$ cat src/rtl/icache_refill_unit_pkg.sv
// Shared constants, the block alignment helper and the refill FSM state type
// for the L1 instruction-cache refill engine.
package icache_refill_unit_pkg;

    localparam int SIZE_PC     = 32;
    localparam int CACHE_WIDTH = 256;
    localparam int MEM_WIDTH   = 64;
    localparam int BEATS       = CACHE_WIDTH / MEM_WIDTH;
    localparam int BEAT_CNT_W  = (BEATS > 1) ? $clog2(BEATS) : 1;

    // Byte-offset bits inside one cache block
    localparam logic [SIZE_PC-1:0] BLK_OFFSET_MASK = SIZE_PC'(CACHE_WIDTH / 8 - 1);

    typedef enum logic [1:0] {
        ST_IDLE  = 2'd0,
        ST_REQ   = 2'd1,
        ST_FILL  = 2'd2,
        ST_WRITE = 2'd3
    } refill_state_e;

    // Drop the byte offset so the address names the whole block
    function automatic logic [SIZE_PC-1:0] blk_align(input logic [SIZE_PC-1:0] addr);
        return addr & ~BLK_OFFSET_MASK;
    endfunction

endpackage

$ cat src/rtl/icache_refill_unit_if.sv
// Signal bundle between the refill unit, the fetch stage, lower memory and the
// cache fill port. Names are from the refill unit's point of view.
interface icache_refill_unit_if;
    import icache_refill_unit_pkg::*;

    logic                   miss_i;
    logic [SIZE_PC-1:0]     missAddr_i;
    logic                   memReqValid_o;
    logic                   memReqReady_i;
    logic [SIZE_PC-1:0]     memReqAddr_o;
    logic                   memRspValid_i;
    logic [MEM_WIDTH-1:0]   memRspData_i;
    logic                   wrEnable_o;
    logic [SIZE_PC-1:0]     wrAddr_o;
    logic [CACHE_WIDTH-1:0] instBlock_o;
    logic                   busy_o;
    logic                   protoErr_o;

    // Refill unit side: it masters the memory read and the cache fill
    modport master (
        input  miss_i, missAddr_i, memReqReady_i, memRspValid_i, memRspData_i,
        output memReqValid_o, memReqAddr_o, wrEnable_o, wrAddr_o, instBlock_o,
        busy_o, protoErr_o
    );

    // Environment side: fetch stage, memory and cache
    modport slave (
        output miss_i, missAddr_i, memReqReady_i, memRspValid_i, memRspData_i,
        input  memReqValid_o, memReqAddr_o, wrEnable_o, wrAddr_o, instBlock_o,
        busy_o, protoErr_o
    );

endinterface

$ cat src/rtl/icache_refill_unit_refill_beat_assembler.sv
// Collects MEM_WIDTH response beats into one CACHE_WIDTH block. Beat 0 lands
// in the least significant slice; the counter wraps once the block is full.
module refill_beat_assembler
    import icache_refill_unit_pkg::*;
(
    input  logic                   clk,
    input  logic                   reset,
    input  logic                   clear,
    input  logic                   beatValid,
    input  logic [MEM_WIDTH-1:0]   beatData,
    output logic                   done,
    output logic [CACHE_WIDTH-1:0] block
);

    localparam logic [BEAT_CNT_W-1:0] LAST_BEAT = BEAT_CNT_W'(BEATS - 1);

    logic [BEAT_CNT_W-1:0]  r_beat_cnt;
    logic [CACHE_WIDTH-1:0] r_block;
    logic [BEATS-1:0]       w_slice_we;

    // One write enable per block slice, selected by the beat counter
    for (genvar gi = 0; gi < BEATS; gi++) begin : g_slice_we
        assign w_slice_we[gi] = beatValid && (r_beat_cnt == BEAT_CNT_W'(gi));
    end

    // Beat counter: cleared at the request handshake, wraps after the last beat
    always_ff @(posedge clk) begin
        if (reset || clear) begin
            r_beat_cnt <= '0;
        end else if (beatValid) begin
            r_beat_cnt <= (r_beat_cnt == LAST_BEAT) ? '0 : r_beat_cnt + BEAT_CNT_W'(1);
        end
    end

    // Block register: each beat overwrites only its own slice
    always_ff @(posedge clk) begin
        if (reset) begin
            r_block <= '0;
        end else begin
            for (int i = 0; i < BEATS; i++) begin
                if (w_slice_we[i]) begin
                    r_block[i*MEM_WIDTH +: MEM_WIDTH] <= beatData;
                end
            end
        end
    end

    assign done  = beatValid && (r_beat_cnt == LAST_BEAT);
    assign block = r_block;

endmodule

$ cat src/rtl/icache_refill_unit.sv
// L1 instruction-cache miss engine: takes one miss, issues a block-aligned
// read, assembles BEATS response beats and pulses a single fill write.
module icache_refill_unit
    import icache_refill_unit_pkg::*;
(
    input  logic                clk,
    input  logic                reset,
    icache_refill_unit_if.master bus
);

    refill_state_e          r_state;
    refill_state_e          w_state_next;
    logic [SIZE_PC-1:0]     r_blk_addr;
    logic [SIZE_PC-1:0]     r_last_addr;
    logic                   r_just_wrote;
    logic                   r_proto_err;

    logic [SIZE_PC-1:0]     w_blk_addr_in;
    logic                   w_miss_accept;
    logic                   w_req_fire;
    logic                   w_beat_valid;
    logic                   w_block_done;
    logic [CACHE_WIDTH-1:0] w_block;

    assign w_blk_addr_in = blk_align(bus.missAddr_i);
    // A miss still pointing at the block written last cycle is stale, not new
    assign w_miss_accept = bus.miss_i && !(r_just_wrote && (w_blk_addr_in == r_last_addr));
    assign w_req_fire    = (r_state == ST_REQ) && bus.memReqReady_i;
    assign w_beat_valid  = (r_state == ST_FILL) && bus.memRspValid_i;

    refill_beat_assembler u_assembler (
        .clk       (clk),
        .reset     (reset),
        .clear     (w_req_fire),
        .beatValid (w_beat_valid),
        .beatData  (bus.memRspData_i),
        .done      (w_block_done),
        .block     (w_block)
    );

    // State register
    always_ff @(posedge clk) begin
        if (reset) begin
            r_state <= ST_IDLE;
        end else begin
            r_state <= w_state_next;
        end
    end

    // Next-state decode
    always_comb begin
        w_state_next = r_state;
        case (r_state)
            ST_IDLE:  if (w_miss_accept)      w_state_next = ST_REQ;
            ST_REQ:   if (bus.memReqReady_i)  w_state_next = ST_FILL;
            ST_FILL:  if (w_block_done)       w_state_next = ST_WRITE;
            ST_WRITE:                         w_state_next = ST_IDLE;
            default:                          w_state_next = ST_IDLE;
        endcase
    end

    // Block address captured once per miss; later miss changes are ignored
    always_ff @(posedge clk) begin
        if (reset) begin
            r_blk_addr <= '0;
        end else if ((r_state == ST_IDLE) && w_miss_accept) begin
            r_blk_addr <= w_blk_addr_in;
        end
    end

    // Remember the block just filled for one IDLE cycle to mask a stale miss
    always_ff @(posedge clk) begin
        if (reset) begin
            r_last_addr  <= '0;
            r_just_wrote <= 1'b0;
        end else if (r_state == ST_WRITE) begin
            r_last_addr  <= r_blk_addr;
            r_just_wrote <= 1'b1;
        end else if (r_state == ST_IDLE) begin
            r_just_wrote <= 1'b0;
        end
    end

    // Sticky flag for response beats arriving when no fill is in progress
    always_ff @(posedge clk) begin
        if (reset) begin
            r_proto_err <= 1'b0;
        end else if (bus.memRspValid_i && (r_state != ST_FILL)) begin
            r_proto_err <= 1'b1;
        end
    end

    assign bus.memReqValid_o = (r_state == ST_REQ);
    assign bus.memReqAddr_o  = r_blk_addr;
    assign bus.wrEnable_o    = (r_state == ST_WRITE);
    assign bus.wrAddr_o      = r_blk_addr;
    assign bus.instBlock_o   = w_block;
    assign bus.busy_o        = (r_state != ST_IDLE);
    assign bus.protoErr_o    = r_proto_err;

endmodule

$ cat src/flat_wrapper.sv
// flat-port wrapper written by rule: the top's interface ports become plain ports
module icache_refill_unit_flat import icache_refill_unit_pkg::*;
  (clk, reset, bus_miss_i, bus_missAddr_i, bus_memReqReady_i, bus_memRspValid_i, bus_memRspData_i, bus_memReqValid_o, bus_memReqAddr_o, bus_wrEnable_o, bus_wrAddr_o, bus_instBlock_o, bus_busy_o, bus_protoErr_o);
  icache_refill_unit_if bus_i ();
  input  logic clk;
  input  logic reset;
  input wire logic [$bits(bus_i.miss_i)-1:0] bus_miss_i;
  input wire logic [$bits(bus_i.missAddr_i)-1:0] bus_missAddr_i;
  input wire logic [$bits(bus_i.memReqReady_i)-1:0] bus_memReqReady_i;
  input wire logic [$bits(bus_i.memRspValid_i)-1:0] bus_memRspValid_i;
  input wire logic [$bits(bus_i.memRspData_i)-1:0] bus_memRspData_i;
  output wire logic [$bits(bus_i.memReqValid_o)-1:0] bus_memReqValid_o;
  output wire logic [$bits(bus_i.memReqAddr_o)-1:0] bus_memReqAddr_o;
  output wire logic [$bits(bus_i.wrEnable_o)-1:0] bus_wrEnable_o;
  output wire logic [$bits(bus_i.wrAddr_o)-1:0] bus_wrAddr_o;
  output wire logic [$bits(bus_i.instBlock_o)-1:0] bus_instBlock_o;
  output wire logic [$bits(bus_i.busy_o)-1:0] bus_busy_o;
  output wire logic [$bits(bus_i.protoErr_o)-1:0] bus_protoErr_o;
  assign bus_i.miss_i = bus_miss_i;
  assign bus_i.missAddr_i = bus_missAddr_i;
  assign bus_i.memReqReady_i = bus_memReqReady_i;
  assign bus_i.memRspValid_i = bus_memRspValid_i;
  assign bus_i.memRspData_i = bus_memRspData_i;
  assign bus_memReqValid_o = bus_i.memReqValid_o;
  assign bus_memReqAddr_o = bus_i.memReqAddr_o;
  assign bus_wrEnable_o = bus_i.wrEnable_o;
  assign bus_wrAddr_o = bus_i.wrAddr_o;
  assign bus_instBlock_o = bus_i.instBlock_o;
  assign bus_busy_o = bus_i.busy_o;
  assign bus_protoErr_o = bus_i.protoErr_o;
  icache_refill_unit u_core (.clk(clk), .reset(reset), .bus(bus_i));
endmodule
$ cat config.mk
export PLATFORM = sky130hd
export DESIGN_NAME = icache_refill_unit_flat
export DESIGN_NICKNAME = d
export VERILOG_FILES = /design/src/rtl/icache_refill_unit_pkg.sv /design/src/rtl/icache_refill_unit_if.sv /design/src/rtl/icache_refill_unit_refill_beat_assembler.sv /design/src/rtl/icache_refill_unit.sv /design/src/flat_wrapper.sv
export SDC_FILE = /design/constraint.sdc
export NUM_CORES = 1
export LEC_CHECK = 0
export BUFFER_PORTS_ARGS = -buffer_cell sky130_fd_sc_hd__buf_2
export CAP_MARGIN = 20
export CELL_PAD_IN_SITES_DETAIL_PLACEMENT = 1
export CELL_PAD_IN_SITES_GLOBAL_PLACEMENT = 2
export CORE_MARGIN = 4
export CORE_UTILIZATION = 28
export CTS_BUF_LIST = sky130_fd_sc_hd__clkbuf_4
export CTS_CLUSTER_SIZE = 40
export DETAILED_ROUTE_END_ITERATION = 10
export PLACE_DENSITY_LB_ADDON = 0.1
export SLEW_MARGIN = 20
export SYNTH_ARGS = -nofsm -noshare
export SYNTH_HDL_FRONTEND = slang
export SYNTH_SLANG_ARGS = --single-unit
$ cat constraint.sdc
create_clock -name clk -period 1.8 [get_ports clk]
set_input_delay 0.27 -clock clk [delete_from_list [all_inputs] [get_ports clk]]
set_output_delay 0.27 -clock clk [all_outputs]
set_load 0.02 [all_outputs]
== Yosys cells after proc, flatten, opt, wreduce, memory -nomap -nowiden ==
Index checks and enable logic that the tools add are counted.
Operators by class
  $add $sub $neg: 1
  eq/ne operators: 11
  mux-type cells: 7
  reduce and logical (&&, ||, !) cells: 17
Operators by type and width (number)
  $eq 27x27->1: 1
  $logic_and 1x1->1: 10
  $eq 2x2->1 const B: 4
  $mux 2: 4
  $pmux 2 s4: 1
  $ne 2x2->1 const B: 3
  $eq 2x1->1 const B: 2
  $logic_not 2->1: 2
  $reduce_bool 2->1: 2
  $reduce_and 3->1: 1
  $add 2x1->2 const B: 1
  $mux 1: 2
  $ne 2x1->1 const B: 1
  $logic_not 1->1: 1
  $logic_or 1x1->1: 1
Word-level totals
  flip-flop bits (word level): 316
  input port bits: 101
  output and inout bits: 324
  logic and storage cells: 46

== Longest topological paths before layout ==
  depth after elaboration: 6
  depth in mapped cells: 8
  depth with buffers taken out: 6

== By module ==
From an unflattened synthesis, not the netlist that was laid out.
Unflattened totals
  cells, all modules: 1468
  area, all modules: 13784.5 µm²
Modules (own cells, without submodules)
  refill_beat_assembler: times used 1, cells each 1180, area an instance 10995.5 µm², sequential area each 5165.0 µm²
  icache_refill_unit: times used 1, cells each 288, area an instance 2788.9 µm², sequential area each 1161.1 µm²

== Worst setup path before layout ==
OpenSTA, ideal clock, no wires.
  path kind: reg-to-reg
  start: register u_core.r_state[0]
  end: register u_core.r_last_addr[21]
  library setup time: 0.128 ns
  data arrival time: 1.451 ns
  required time: 1.672 ns
  setup slack: 0.221 ns
  stages on the path, launching flop included: 6
  path buffers: 2
  cell sequence: dfxtp_1 > ha_1 > buf_2 > buf_2 > mux2i_1 > nor2_1
On the way
  word-level cells in the longest chain between the ends: 1
RTL lines
  start: declaration: line icache_refill_unit.sv:11  | refill_state_e r_state;
  start signal: assignment: line icache_refill_unit.sv:46  | r_state <= w_state_next;
  $eq 2x2->1
  via bus_wrEnable_o: line flat_wrapper.sv:14  | output wire logic [$bits(bus_i.wrEnable_o)-1:0] bus_wrEnable_o;
  end signal: assignment: line icache_refill_unit.sv:77  | r_last_addr <= r_blk_addr;
  end: declaration: line icache_refill_unit.sv:14  | logic [SIZE_PC-1:0] r_last_addr;
The timed path passes the listed nets, and every way through them passes these cells.
A chain may end at the register's enable or synchronous reset.

== Worst setup path in the final report ==
  start: register u_core.r_state[1]
  end: output port bus_busy_o
On the way
  word-level cells in the longest chain between the ends: 1
RTL lines
  $reduce_bool 2->1: line icache_refill_unit.sv:98  | assign bus.busy_o = (r_state != ST_IDLE);
  end: declaration: line flat_wrapper.sv:17  | output wire logic [$bits(bus_i.busy_o)-1:0] bus_busy_o;
No other way between the ends.

==> metrics.md <==
| Metric | Value |
|---|---|
| Outcome | complete, but fails checks |
| Failing checks | negative setup slack |
| Die Ht | between 200 and 250 µm |
| Yosys warnings | 0 |
| DRT iter0 DRCs | ~440 |
| LEAKAGE | 7.11 nW |
| Pre-antenna DRT Iters | 4 |
| Initial antenna violation count | 4 |
| CTS tree | done |
| Seq pwr share | 42.7% |
| Power Dens Cells | approximately 1100 nW/µm² |
| Max Slew Vio Count | 0 |
| Final setup viols | 2 |
| Part of the Yosys area used for sequential elements | 53.5% |
| Pint | roughly 12 mW |
| Setup WS post-layout | -53.2 ps |
| Clock Latency Late Sink | around 790 ps |
| Fin util | about two fifths |
| RSZ-0062 raised after global routing | yes |
| Worst-path fanout max | 3 |
| Cell Area, Synth | about 12000 µm² |
| WP data required | 1530 ps |
| Synth Register Bits | approximately 320 |
| Vias in the first global route | 11800 |
| Peak VDD IR | 0.505 mV |
| Crit path time final | 1850 ps |
| Switching Fraction | a little under a third |
| Global-route wire length before repair | 69400 µm |
| Final wirelength | 46200 µm |
| Clock power share | between 30% and 40% |
| Worst Skew | 31.6 ps |
| Number of remaining DRC errors | 0 |
| Clk pin slew, worst setup/hold paths | roughly 60 ps |
| Most common cell after layout, fill and taps aside | nand2_1 |
| Area after DPL | approximately 15000 µm² |
| H-tree level count | 3 |
| IO Port Bufs | 409 |
| Root buf cell | clkbuf_4 |
| Global route overflow | 0 |
| Synth unique cells | 25 |
| Avg Inst Size Synth | 8.22 µm² |
| Final period util | 103% |
| Dpl hpwl | approximately 30000 µm |
| CTS Buffer Depth | 3 |
| Routed WL per cell | 18.1 µm |
| Post-Layout Inst Area | 16800 µm² |
| Share of cells above drive strength 1 | a little under a third |
| Synth-to-layout area growth | 42.0% |
| Post-Syn Instances | 1437 |
| Post-route ant nets | 0 |
| Placer congestion estimate | 0.746 |
| Initial Util | 28.6% |
| Via count | 11500 |
| Die X | about 210 µm |
| Top Ports | 425 |
| Worst Hold Class | in2reg |
| Vias per Instance | 4.52 |
| Core Area | 41300 µm² |
| Fmax achieved | 0.540 GHz |
| Total global-route track usage | 19.5% |
| Fin. Hold Viols | 0 |
| P_sw | roughly 5.4 mW |
| Critical Path End Type | primary output |
| Most frequent cells in the layout | 515 x nand2_1, 405 x buf_2, 312 x dfxtp_1 |
| Combinational power share | 19.4% |
| Kind of critical path | reg2out |
| TritonCTS Sinks | 316 |
| Startpoint Class | register |
| Largest net degree at the start of global routing | 65 |
| DIE AREA | about 46000 µm² |
| Number of CTS-inserted buffers | 94 |
| Std-Cell Rows | 74 |
| Worst Path Arrival | roughly 1600 ps |
| Max Cap Violations | 0 |
| Total chip power | 17.8 mW |
| Layout Nets | 2064 |
## power by group through the flow
stage | clock network (mW) | registers (mW) | logic (mW)
final | 6.75 | 7.59 | 3.46
after global routing | 7.50 | 7.64 | 3.73
after floorplan | 0 | 8.05 | 1.58
after global placement | 0 | 7.72 | 3.07
after CTS | 7.09 | 7.59 | 3.43
after detailed placement | 0 | 7.74 | 3.09
## state kept, by name, summed over array words and instances (netlist names)
signal                         cells
u_core.u_assembler.block         256
u_core.bus.memReqAddr_o           27
u_core.r_last_addr                27
u_core.r_state                     2
u_core.u_assembler.r_beat_cnt      2
u_core.bus.protoErr_o              1
u_core.r_just_wrote                1
## synthesized netlist by cell type, drive strengths merged
| cell type | count | area (µm²) |
|---|---|---|
| a21o | 1 | 7.51 |
| a21oi | 260 | 1300 |
| a31oi | 1 | 6.26 |
| and3 | 4 | 25.0 |
| buf | 69 | 438 |
| clkbuf | 66 | 248 |
| conb | 1 | 3.75 |
| dfxtp | 316 | 6330 |
| ha | 9 | 113 |
| inv | 6 | 22.5 |
| mux2i | 57 | 571 |
| nand2 | 515 | 1930 |
| nand2b | 58 | 363 |
| nand3 | 5 | 25.0 |
| nand4 | 7 | 43.8 |
| nor2 | 30 | 113 |
| nor3 | 2 | 10.0 |
| nor4 | 1 | 12.5 |
| o21bai | 1 | 7.51 |
| o221ai | 1 | 8.76 |
| xnor2 | 27 | 236 |
## path summary, 6_finish.rpt
check / startpoint / end / slack (ps) / cells past startpoint
max: u_core.r_state[1] / bus_busy_o / -50 / 5
min: bus_memRspData_i[31] / u_core.u_assembler.block[31] / 310 / 4
max reg2reg: u_core.r_state[0] / u_core.u_assembler.block[114] / 130 / 7
min reg2reg: u_core.u_assembler.block[235] / u_core.u_assembler.block[235] / 450 / 2
## stage by stage
step	setup WS [ps]	std cells	TNS (ps)	hold slack, ps
after detailed placement	53.0	2291	0	444
after CTS	-135	2545	-288	219
final	-53.2	2554	-59.1	309
after global routing	-179	2554	-395	233
after floorplan	221	1446	0	406
after global placement	32.8	2291	0	439
## layer usage
metal / share of wire, % / up-vias / global-route usage [%]
met5: 0 / - / 0
met4: 1.9 / 0 / 6.14
met3: 7.8 / 59 / 7.05
met2: 47 / 327 / 31.9
met1: 43 / 5492 / 24.2
li1: - / 5665 / -
## worst max-delay path, cell delays in order (launching register included)
cell,delay (ps)
dfxtp_2,330
buf_6,120
inv_6,40
ha_4,150
inv_2,60
buf_6,120
## logic make-up after synthesis
logic type	after synthesis	share of synthesized area [%]
muxes	57	4.83
AOI/OAI and AO/OA	264	11.3
and+or+nand+nor	622	21.4
DFF	316	53.5
other	1	0.0317
buffers and inverters	141	5.99
adders and majority gates	9	0.953
xor gates and xnor gates	27	2.00
## timing repair
item,CTS,global route
endpoints found under the setup margin,3,62
hold buffers,95,0
cloned,0,1
setup buffers,3,1
hold endpoints to repair,303,0
pin swaps,2,2
resized for setup,19,6
## area by class of cell
class / instances / area (µm²)
clock inverter: 18 / 105
antenna: 7 / 17.5
clock buffer: 139 / 1040
inverter: 6 / 27.5
sequential: 316 / 6330
tap: 532 / 666
fill: 5113 / 24500
timing repair buffer: 547 / 3650
multi-input combinational: 989 / 4940
Power figures use the tool's default switching activity.
